$ cat config.mk
export PLATFORM = sky130hd
export DESIGN_NAME = layer1_sequencer_flat
export DESIGN_NICKNAME = d
export VERILOG_FILES = /design/src/rtl/layer1_sequencer_if.sv /design/src/rtl/layer1_sequencer.sv /design/src/flat_wrapper.sv
export SDC_FILE = /design/constraint.sdc
export NUM_CORES = 2
export LEC_CHECK = 0
export BUFFER_PORTS_ARGS = -buffer_cell sky130_fd_sc_hd__buf_2
export CAP_MARGIN = 5
export CORE_MARGIN = 8
export CORE_UTILIZATION = 35
export CTS_CLUSTER_SIZE = 28
export DETAILED_ROUTE_END_ITERATION = 8
export HOLD_SLACK_MARGIN = 0.05
export REMOVE_ABC_BUFFERS = 1
export SYNTH_ARGS = -nofsm -noshare
export SYNTH_HDL_FRONTEND = slang
export SYNTH_SLANG_ARGS = --single-unit
$ cat constraint.sdc
create_clock -name clk -period 26.2 [get_ports clk]
set_input_delay 0 -clock clk [delete_from_list [all_inputs] [get_ports clk]]
set_output_delay 0 -clock clk [all_outputs]
set_load 0.05 [all_outputs]
$ cat src/rtl/layer1_sequencer_if.sv
// Index-queue and result handshake bundle between Layer 1 sequencer and its neighbours.
// The sequencer is the slave; the queue/Layer 2 side is the master.
interface layer1_sequencer_if #(
   parameter int unsigned N_NODES    = 20,
   parameter int unsigned OUT_WIDTH  = 8,
   parameter int unsigned ADDR_WIDTH = 10
);
   logic                           idx_valid;
   logic [ADDR_WIDTH-1:0]          idx_data;
   logic                           idx_last;
   logic                           idx_skip;
   logic                           idx_ready;
   logic                           in_done;
   logic                           out_valid;
   logic [N_NODES*OUT_WIDTH-1:0]   out_data;
   logic                           out_ready;

   modport master (
      output idx_valid, idx_data, idx_last, idx_skip, out_ready,
      input  idx_ready, in_done, out_valid, out_data
   );

   modport slave (
      input  idx_valid, idx_data, idx_last, idx_skip, out_ready,
      output idx_ready, in_done, out_valid, out_data
   );
endinterface

$ cat src/rtl/layer1_sequencer.sv
// Layer 1 sequencer: walks the active-pixel queue, accumulates weight rows onto
// bias-initialised saturating accumulators, then hands ReLU outputs to Layer 2.
module layer1_sequencer #(
   parameter int unsigned N_NODES    = 20,
   parameter int unsigned W_WIDTH    = 8,
   parameter int unsigned ACC_WIDTH  = 16,
   parameter int unsigned OUT_WIDTH  = 8,
   parameter int unsigned ADDR_WIDTH = 10
) (
   input  logic                         clk,
   input  logic                         reset,
   layer1_sequencer_if.slave            seq,
   output logic [ADDR_WIDTH-1:0]        mem_addr,
   input  logic [N_NODES*W_WIDTH-1:0]   mem_rdata,
   input  logic                         cfg_req,
   input  logic [ADDR_WIDTH-1:0]        cfg_addr,
   output logic                         cfg_grant,
   input  logic                         bias_we,
   input  logic [N_NODES*W_WIDTH-1:0]   bias_in
);

   localparam int unsigned SUM_W = ACC_WIDTH + 1;
   localparam int unsigned ROW_W = N_NODES * W_WIDTH;
   localparam int unsigned OUT_W = N_NODES * OUT_WIDTH;

   typedef enum logic [1:0] {S_IDLE, S_RUN, S_FLUSH, S_DONE} state_t;
   typedef logic signed [ACC_WIDTH-1:0] acc_t;

   function automatic acc_t sext_w(input logic [W_WIDTH-1:0] w);
      return ACC_WIDTH'($signed(w));
   endfunction

   // Signed add with clamp to the accumulator range instead of wrapping.
   function automatic acc_t sat_add(input acc_t a, input logic [W_WIDTH-1:0] w);
      logic signed [SUM_W-1:0] s;
      s = SUM_W'(a) + SUM_W'($signed(w));
      if (s[SUM_W-1] != s[SUM_W-2]) begin
         if (s[SUM_W-1]) return {1'b1, {(ACC_WIDTH-1){1'b0}}};
         return {1'b0, {(ACC_WIDTH-1){1'b1}}};
      end
      return s[ACC_WIDTH-1:0];
   endfunction

   function automatic logic [OUT_WIDTH-1:0] relu(input acc_t a);
      if (a[ACC_WIDTH-1]) return '0;
      if (|a[ACC_WIDTH-2:OUT_WIDTH]) return '1;
      return a[OUT_WIDTH-1:0];
   endfunction

   state_t           state_q, state_d;
   acc_t             acc_q [N_NODES];
   acc_t             acc_d [N_NODES];
   acc_t             acc_sum [N_NODES];
   acc_t             acc_bias [N_NODES];
   logic [ROW_W-1:0] bias_q, bias_d, bias_eff;
   logic             pend_q, pend_d;
   logic             idx_ready_q, idx_ready_d;
   logic             out_valid_q, out_valid_d;
   logic             in_done_q, in_done_d;
   logic [OUT_W-1:0] out_data_q, out_data_d;
   logic             accept;

   // Configuration owns the storage port whenever the datapath is not streaming rows.
   assign cfg_grant = cfg_req && ((state_q == S_IDLE) || (state_q == S_DONE));
   assign mem_addr  = cfg_grant            ? cfg_addr     :
                      (state_q == S_RUN)   ? seq.idx_data : '0;

   assign seq.idx_ready = idx_ready_q;
   assign seq.out_valid = out_valid_q;
   assign seq.out_data  = out_data_q;
   assign seq.in_done   = in_done_q;

   always_comb begin
      state_d    = state_q;
      acc_d      = acc_q;
      bias_d     = bias_q;
      pend_d     = 1'b0;
      out_data_d = out_data_q;
      accept     = (state_q == S_RUN) && seq.idx_valid;
      bias_eff   = bias_we ? bias_in : bias_q;
      for (int n = 0; n < N_NODES; n++) begin
         acc_sum[n]  = sat_add(acc_q[n], mem_rdata[n*W_WIDTH +: W_WIDTH]);
         acc_bias[n] = sext_w(bias_eff[n*W_WIDTH +: W_WIDTH]);
      end

      case (state_q)
         S_IDLE: begin
            bias_d = bias_eff;
            acc_d  = acc_bias;
            if (!cfg_req && seq.idx_valid) state_d = S_RUN;
         end
         S_RUN: begin
            // pend tracks the row whose read data arrives next cycle
            pend_d = accept && !seq.idx_skip;
            if (pend_q) acc_d = acc_sum;
            if (accept && seq.idx_last) state_d = S_FLUSH;
         end
         S_FLUSH: begin
            if (pend_q) acc_d = acc_sum;
            for (int n = 0; n < N_NODES; n++) begin
               out_data_d[n*OUT_WIDTH +: OUT_WIDTH] = relu(acc_d[n]);
            end
            state_d = S_DONE;
         end
         S_DONE: begin
            bias_d = bias_eff;
            if (seq.out_ready) begin
               acc_d   = acc_bias;
               state_d = S_IDLE;
            end
         end
         default: state_d = S_IDLE;
      endcase

      idx_ready_d = (state_d == S_RUN);
      out_valid_d = (state_d == S_DONE);
      in_done_d   = (state_d == S_FLUSH);
   end

   always_ff @(posedge clk or posedge reset) begin
      if (reset) begin
         state_q     <= S_IDLE;
         acc_q       <= '{default: '0};
         bias_q      <= '0;
         pend_q      <= 1'b0;
         idx_ready_q <= 1'b0;
         out_valid_q <= 1'b0;
         in_done_q   <= 1'b0;
         out_data_q  <= '0;
      end else begin
         state_q     <= state_d;
         acc_q       <= acc_d;
         bias_q      <= bias_d;
         pend_q      <= pend_d;
         idx_ready_q <= idx_ready_d;
         out_valid_q <= out_valid_d;
         in_done_q   <= in_done_d;
         out_data_q  <= out_data_d;
      end
   end

endmodule

$ cat src/flat_wrapper.sv
// flat-port wrapper written by rule: the top's interface ports become plain ports
module layer1_sequencer_flat 
#(
   parameter int unsigned N_NODES    = 20,
   parameter int unsigned W_WIDTH    = 8,
   parameter int unsigned ACC_WIDTH  = 16,
   parameter int unsigned OUT_WIDTH  = 8,
   parameter int unsigned ADDR_WIDTH = 10
)
  (clk, reset, mem_addr, mem_rdata, cfg_req, cfg_addr, cfg_grant, bias_we, bias_in, seq_idx_valid, seq_idx_data, seq_idx_last, seq_idx_skip, seq_out_ready, seq_idx_ready, seq_in_done, seq_out_valid, seq_out_data);
  layer1_sequencer_if #(.N_NODES(N_NODES), .OUT_WIDTH(OUT_WIDTH), .ADDR_WIDTH(ADDR_WIDTH)) seq_i ();
  input  logic clk;
  input  logic reset;
  output logic [ADDR_WIDTH-1:0] mem_addr;
  input  logic [N_NODES*W_WIDTH-1:0] mem_rdata;
  input  logic cfg_req;
  input  logic [ADDR_WIDTH-1:0] cfg_addr;
  output logic cfg_grant;
  input  logic bias_we;
  input  logic [N_NODES*W_WIDTH-1:0] bias_in;
  input wire logic [$bits(seq_i.idx_valid)-1:0] seq_idx_valid;
  input wire logic [$bits(seq_i.idx_data)-1:0] seq_idx_data;
  input wire logic [$bits(seq_i.idx_last)-1:0] seq_idx_last;
  input wire logic [$bits(seq_i.idx_skip)-1:0] seq_idx_skip;
  input wire logic [$bits(seq_i.out_ready)-1:0] seq_out_ready;
  output wire logic [$bits(seq_i.idx_ready)-1:0] seq_idx_ready;
  output wire logic [$bits(seq_i.in_done)-1:0] seq_in_done;
  output wire logic [$bits(seq_i.out_valid)-1:0] seq_out_valid;
  output wire logic [$bits(seq_i.out_data)-1:0] seq_out_data;
  assign seq_i.idx_valid = seq_idx_valid;
  assign seq_i.idx_data = seq_idx_data;
  assign seq_i.idx_last = seq_idx_last;
  assign seq_i.idx_skip = seq_idx_skip;
  assign seq_i.out_ready = seq_out_ready;
  assign seq_idx_ready = seq_i.idx_ready;
  assign seq_in_done = seq_i.in_done;
  assign seq_out_valid = seq_i.out_valid;
  assign seq_out_data = seq_i.out_data;
  layer1_sequencer #(.N_NODES(N_NODES), .W_WIDTH(W_WIDTH), .ACC_WIDTH(ACC_WIDTH), .OUT_WIDTH(OUT_WIDTH), .ADDR_WIDTH(ADDR_WIDTH)) u_core (.clk(clk), .reset(reset), .seq(seq_i), .mem_addr(mem_addr), .mem_rdata(mem_rdata), .cfg_req(cfg_req), .cfg_addr(cfg_addr), .cfg_grant(cfg_grant), .bias_we(bias_we), .bias_in(bias_in));
endmodule
Yosys cells after proc, flatten, opt, wreduce, memory -nomap -nowiden
Index checks and enable logic that the tools add are counted.
Storage, ports and cells
  output and inout port bits: 174
  bits in registers: 646
  input port bits: 348
Operators by class
  eq/ne operators: 27
  reduce and logical (&&, ||, !) cells: 30
  $add $sub $neg: 20
  multiplexer cells: 332
Operators by type and width (number)
  16-bit 2-to-1 mux: 80
  320-bit case mux with 4 select lines: 1
  320-bit 2-to-1 mux: 3
  8-bit 2-to-1 mux: 80
  16-bit by 8-bit adder with 17-bit output: 20
  1-bit 2-to-1 mux: 161
  160-bit 2-to-1 mux: 1
  7-bit OR reduction: 20
  10-bit 2-to-1 mux: 2
  1-bit != test: 20
  2-bit equality test, second input constant: 4
  2-bit case mux with 4 select lines: 1
  2-bit 2-to-1 mux: 3
  1-bit logical AND: 5
  2-bit by 1-bit equality test with 1-bit output, second input constant: 2
  1-bit logical NOT: 2
  2-bit logical NOT: 1
  2-bit != test, second input constant: 1
  2-bit OR reduction: 1
  1-bit logical OR: 1

Longest topological paths before layout
  depth after elaboration: 14
  depth in mapped cells: 19
  gate-level depth less buffers: 19

Worst setup path after synthesis
Ideal clock, no wire load.
  path kind: register -> register
  start: reg u_core.acc_q[262] in the netlist's numbering
  end: reg u_core.out_data_q[24] (netlist: u_core.seq.out_data[24])
  setup time: 156 ps
  data required time: 26044 ps
  arrival time: 4384 ps
  period minus slack after synthesis: 4540 ps
  buffers on the path: 1
  cell stages (with the launch flop): 19
  path slack: 21660 ps
  path through: dfrtp_1 -> ha_1 -> a2111oi_0 -> o21ai_0 -> a41oi_1 -> o21ai_0 -> a21oi_1 -> o21ai_0 -> a21o_1 -> a21oi_1 -> xnor2_1 -> ha_1 -> nand2_1 -> or2_2 -> buf_2 -> o211ai_1 -> a221o_1 -> nor4_1 -> a21oi_1
Between the ends
  word-level cells in the longest chain between the ends: 14
  elaborated cells on any way between the ends: 19
  those cells by class: add/sub: 1; eq/ne: 1; mux: 16; reduce/logical: 1
Ends and longest elaborated chain
  from (decl): RTL line layer1_sequencer.sv:51  | acc_t acc_q [N_NODES];
  from (signal assigned): RTL line layer1_sequencer.sv:123  | acc_q <= '{default: '0};
  from (signal assigned): RTL line layer1_sequencer.sv:132  | acc_q <= acc_d;
  16-bit by 8-bit adder with 17-bit output *: RTL line layer1_sequencer.sv:36  | s = SUM_W'(a) + SUM_W'($signed(w));
  1-bit 2-to-1 mux: RTL line layer1_sequencer.sv:38  | if (s[SUM_W-1]) return {1'b1, {(ACC_WIDTH-1){1'b0}}};
  1-bit 2-to-1 mux: RTL line layer1_sequencer.sv:37  | if (s[SUM_W-1] != s[SUM_W-2]) begin
  16-bit 2-to-1 mux: RTL line layer1_sequencer.sv:39  | return {1'b0, {(ACC_WIDTH-1){1'b1}}};
  16-bit 2-to-1 mux: RTL line layer1_sequencer.sv:37
  16-bit 2-to-1 mux *: RTL line layer1_sequencer.sv:41  | return s[ACC_WIDTH-1:0];
  320-bit 2-to-1 mux *: RTL line layer1_sequencer.sv:99  | if (pend_q) acc_d = acc_sum;
  320-bit 2-to-1 mux *: RTL line layer1_sequencer.sv:86  | case (state_q)
  7-bit OR reduction: RTL line layer1_sequencer.sv:46  | if (|a[ACC_WIDTH-2:OUT_WIDTH]) return '1;
  1-bit 2-to-1 mux (2 in a row): RTL line layer1_sequencer.sv:46
  1-bit 2-to-1 mux: RTL line layer1_sequencer.sv:86
  8-bit 2-to-1 mux: RTL line layer1_sequencer.sv:47  | return a[OUT_WIDTH-1:0];
  8-bit 2-to-1 mux *: RTL line layer1_sequencer.sv:46
  to (signal assigned): RTL line layer1_sequencer.sv:138  | out_data_q <= out_data_d;
  to (decl): RTL line layer1_sequencer.sv:60  | logic [OUT_W-1:0] out_data_q, out_data_d;
Mark *: on every way between the ends. The rest lies on a longest branch, timed or not. The select of a mux whose other input is x is not followed.
A chain may end at the register's enable or synchronous reset.

Worst setup path in the final report
  start: reg u_core.acc_q[246] in the netlist's numbering
  end: reg u_core.out_data_q[34] (netlist: u_core.seq.out_data[34])
The elaborated chain is that of the path after synthesis.

==> flow_summary.json <==
{
  "final-hold-violation-count": 0,
  "wl_met2_um": 77900,
  "syn_to_final_growth_pct": 20.4,
  "worstPathRequired_ps": 26730,
  "path_cells": "ha_1 > a2111oi_0 > o21ai_0 > a41oi_1 > o21ai_0 > o21a_1 > o21ai_0 > nand2b_1 > a21oi_1 > xnor2_1 > ha_1 > inv_1 > o21ai_0 > o32a_1 > or4_1 > nor3_2 > a21oi_1",
  "ys_types": 90,
  "cts_tree": "done",
  "detail-route-antenna-nets": 0,
  "drt-met1-wl_um": 76600,
  "netlist_instances": 5810,
  "path_buf_inv": 1,
  "grt_max_degree": 165,
  "max_stage_delay_ps": 490,
  "rsz0062_at_grt": "false",
  "antenna_found_initial": 23,
  "cp.arrival_ps": 6020,
  "final_net_count": 7163,
  "cts_setup_buffers": 0,
  "rows": 139,
  "drt-vias-per-instance": 5.66,
  "synth_edf_count": 0,
  "dieWidth_um": 395,
  "max-slew-margin-rel": 0.228,
  "cts_root_buf": "clkbuf_16",
  "gr-total-overflow": 0,
  "crit_type": "reg -> reg",
  "period_needed_ps": 5480,
  "timing.rr.start": "u_core.acc_q[246]$_DFFE_PP0P_",
  "drt_first_pass_iters": 5,
  "drive_above_1_share": 0.157,
  "crit_family": "compound AO/OA/AOI/OAI gates",
  "dp_cells": 7977,
  "path_max_fanout": 15,
  "synth-main-ff-cell": "dfrtp_1",
  "fin_tns_setup_ps": 0,
  "numClockSinks": 646,
  "clock_latency_ps": 690,
  "die-area_sq_um": 156000,
  "cts_buffers": 82,
  "drc": 0,
  "drv_cap": 0,
  "hold_class": "in -> async",
  "wirelength_um": 169000,
  "rrSetupSlack_ps": 20720,
  "max_freq_ghz": 0.182,
  "clock_skew_ps": 27.2,
  "critPathSlowestCell": "or4_1",
  "die_h_um": 395,
  "gp_congestion": 0.893,
  "layout_common_cells": "a21oi_1 (697), dfrtp_1 (645), buf_2 (520)",
  "tightestPinTransition_ps": 1160,
  "start_util": 0.351,
  "worst_path_most_repeated_cell": "o21ai_0",
  "synth_area_sq_um": 50300,
  "synth_area_per_cell_sq_um": 8.65,
  "drt_iter0_drc": 3234,
  "finalMaxSlewViolations": 0,
  "grt_pass1_vias": 47700,
  "mostFrequentLayoutCell": "a21oi_1",
  "holdWs_ps": 115,
  "r2r_end": "u_core.seq.out_data[34]$_DFFE_PP0N_",
  "r2r_cells": 17,
  "fin_util": 0.423,
  "coreArea_sq_um": 143000,
  "startpoint": "u_core.acc_q[246]$_DFFE_PP0P_",
  "htreeDepth": 3,
  "cts.clk_slew.worst_paths_ps": 60,
  "num_vias": 47800,
  "fin_cells": 8445,
  "synthArstFlopShare": 1.00,
  "ir_drop_uv": 128,
  "avgRoutedWirePerCell_um": 20.0,
  "cts_max_path_buffers": 3,
  "synth_seq_cells": 646,
  "yosysWarningCount": 0,
  "status": "finished, final reports clean",
  "yosysSeqAreaShare": 0.322,
  "power.density_nw_per_um2": 157,
  "dr_wl_met3_um": 9400,
  "track_usage": 0.207,
  "routed.top_layer": "met5",
  "cp-end-kind": "flip-flop",
  "final.fill_count": 14000,
  "critPathLaunchType": "flip-flop",
  "power_leakage_nw": 26.4,
  "post-dp-hpwl_um": 117000,
  "min_period_over_period": 0.209,
  "pin_count": 522,
  "setup_viol": 0,
  "portBuffers": 521,
  "grt_pass1_wl_um": 269000
}
## cells in the mapped netlist (71+ instances only)
cell type / count / area share
clkbuf_1: 277 / 0.021
a21o_1: 198 / 0.030
mux2_2: 214 / 0.048
inv_1: 154 / 0.012
nor2_1: 450 / 0.034
xnor2_1: 150 / 0.026
a211oi_1: 162 / 0.024
mux2i_1: 114 / 0.023
nand2_1: 394 / 0.029
dfrtp_1: 646 / 0.32
a21oi_1: 697 / 0.069
xor2_1: 88 / 0.015
a31oi_1: 86 / 0.011
nor2b_1: 114 / 0.014
ha_1: 334 / 0.083
o21ai_0: 516 / 0.051
o2bb2ai_1: 71 / 0.012
## worst min-delay path: cells and delay by family
kind / cells / cell delay (ps)
buffers and inverters: 3 / 1330
## stage by stage
| step | total power [mW] | worst slack (ps) | area [sq um] |
|---|---|---|---|
| finish | 9.52 | 20720 | 60500 |
| global route | 10.3 | 20290 | 60500 |
| CTS | 9.52 | 20780 | 60500 |
| detailed placement | 8.22 | 20830 | 54700 |
| global placement | 8.11 | 20880 | 54700 |
| floorplan | 6.81 | 5960 | 49000 |
## registers in the layout (all words and copies together) (netlist names)
signal,count
u_core.seq.idx_ready,1
u_core.state_q,2
u_core.seq.in_done,1
u_core.acc_q,320
u_core.pend_q,1
u_core.seq.out_valid,1
u_core.bias_q,160
u_core.seq.out_data,160
## worst max path at each step
stage,endpoint,slack (ps),depth (start not counted)
detailed placement,u_core.seq.out_data[34]$_DFFE_PP0N_,20830,17
global placement,u_core.seq.out_data[35]$_DFFE_PP0N_,20880,17
global route,u_core.seq.out_data[34]$_DFFE_PP0N_,20290,17
floorplan,u_core.bias_q[100]$_DFFE_PP0N_,5960,4
finish,u_core.seq.out_data[34]$_DFFE_PP0N_,20720,17
CTS,u_core.seq.out_data[34]$_DFFE_PP0N_,20780,17
## layer usage
metal,track usage,vias to the layer above
met5,0,-
met4,0.0662,6
met3,0.0377,258
met2,0.342,1235
met1,0.276,23300
li1,-,23000
## power by group
| group | leakage [nW] | switching [mW] | internal [mW] |
|---|---|---|---|
| clock network | 1.34 | 0.484 | 0.711 |
| registers | 7.61 | 0.376 | 1.55 |
| logic | 17.4 | 3.97 | 2.43 |
| total | 26.4 | 4.83 | 4.68 |
## final cells by class
| cell class | instances | area, sq um | share of cell area |
|---|---|---|---|
| Multi-Input combinational cell | 4678 | 32300 | 0.534 |
| Sequential cell | 646 | 16200 | 0.267 |
| Timing Repair Buffer | 898 | 6260 | 0.103 |
| Tap cell | 1903 | 2380 | 0.0393 |
| Clock buffer | 108 | 2280 | 0.0377 |
| Inverter | 155 | 602 | 0.00995 |
| Clock inverter | 37 | 479 | 0.00792 |
| Antenna cell | 20 | 50.0 | 0.000827 |
## kinds of logic (layout without fill, tap and decap cells)
| logic type | after synthesis | count (layout) | share of synthesized area |
|---|---|---|---|
| AOI/OAI and AO/OA | 2315 | 2315 | 0.294 |
| xor gates and xnor gates | 238 | 238 | 0.0415 |
| adders and majority gates | 422 | 422 | 0.105 |
| buffers and inverters | 486 | 1198 | 0.0372 |
| DFF | 646 | 646 | 0.322 |
| muxes | 328 | 328 | 0.0707 |
| other | 0 | 20 | 0 |
| and+or+nand+nor | 1375 | 1375 | 0.131 |
## timing repair
| item | CTS | global route |
|---|---|---|
| endpoints found under the hold margin | 598 | 0 |
| gates resized for setup | 0 | 0 |
| hold buffers | 303 | 0 |
| endpoints found under the setup margin | 0 | 0 |
Note: power is estimated with default switching activity, not from simulation.
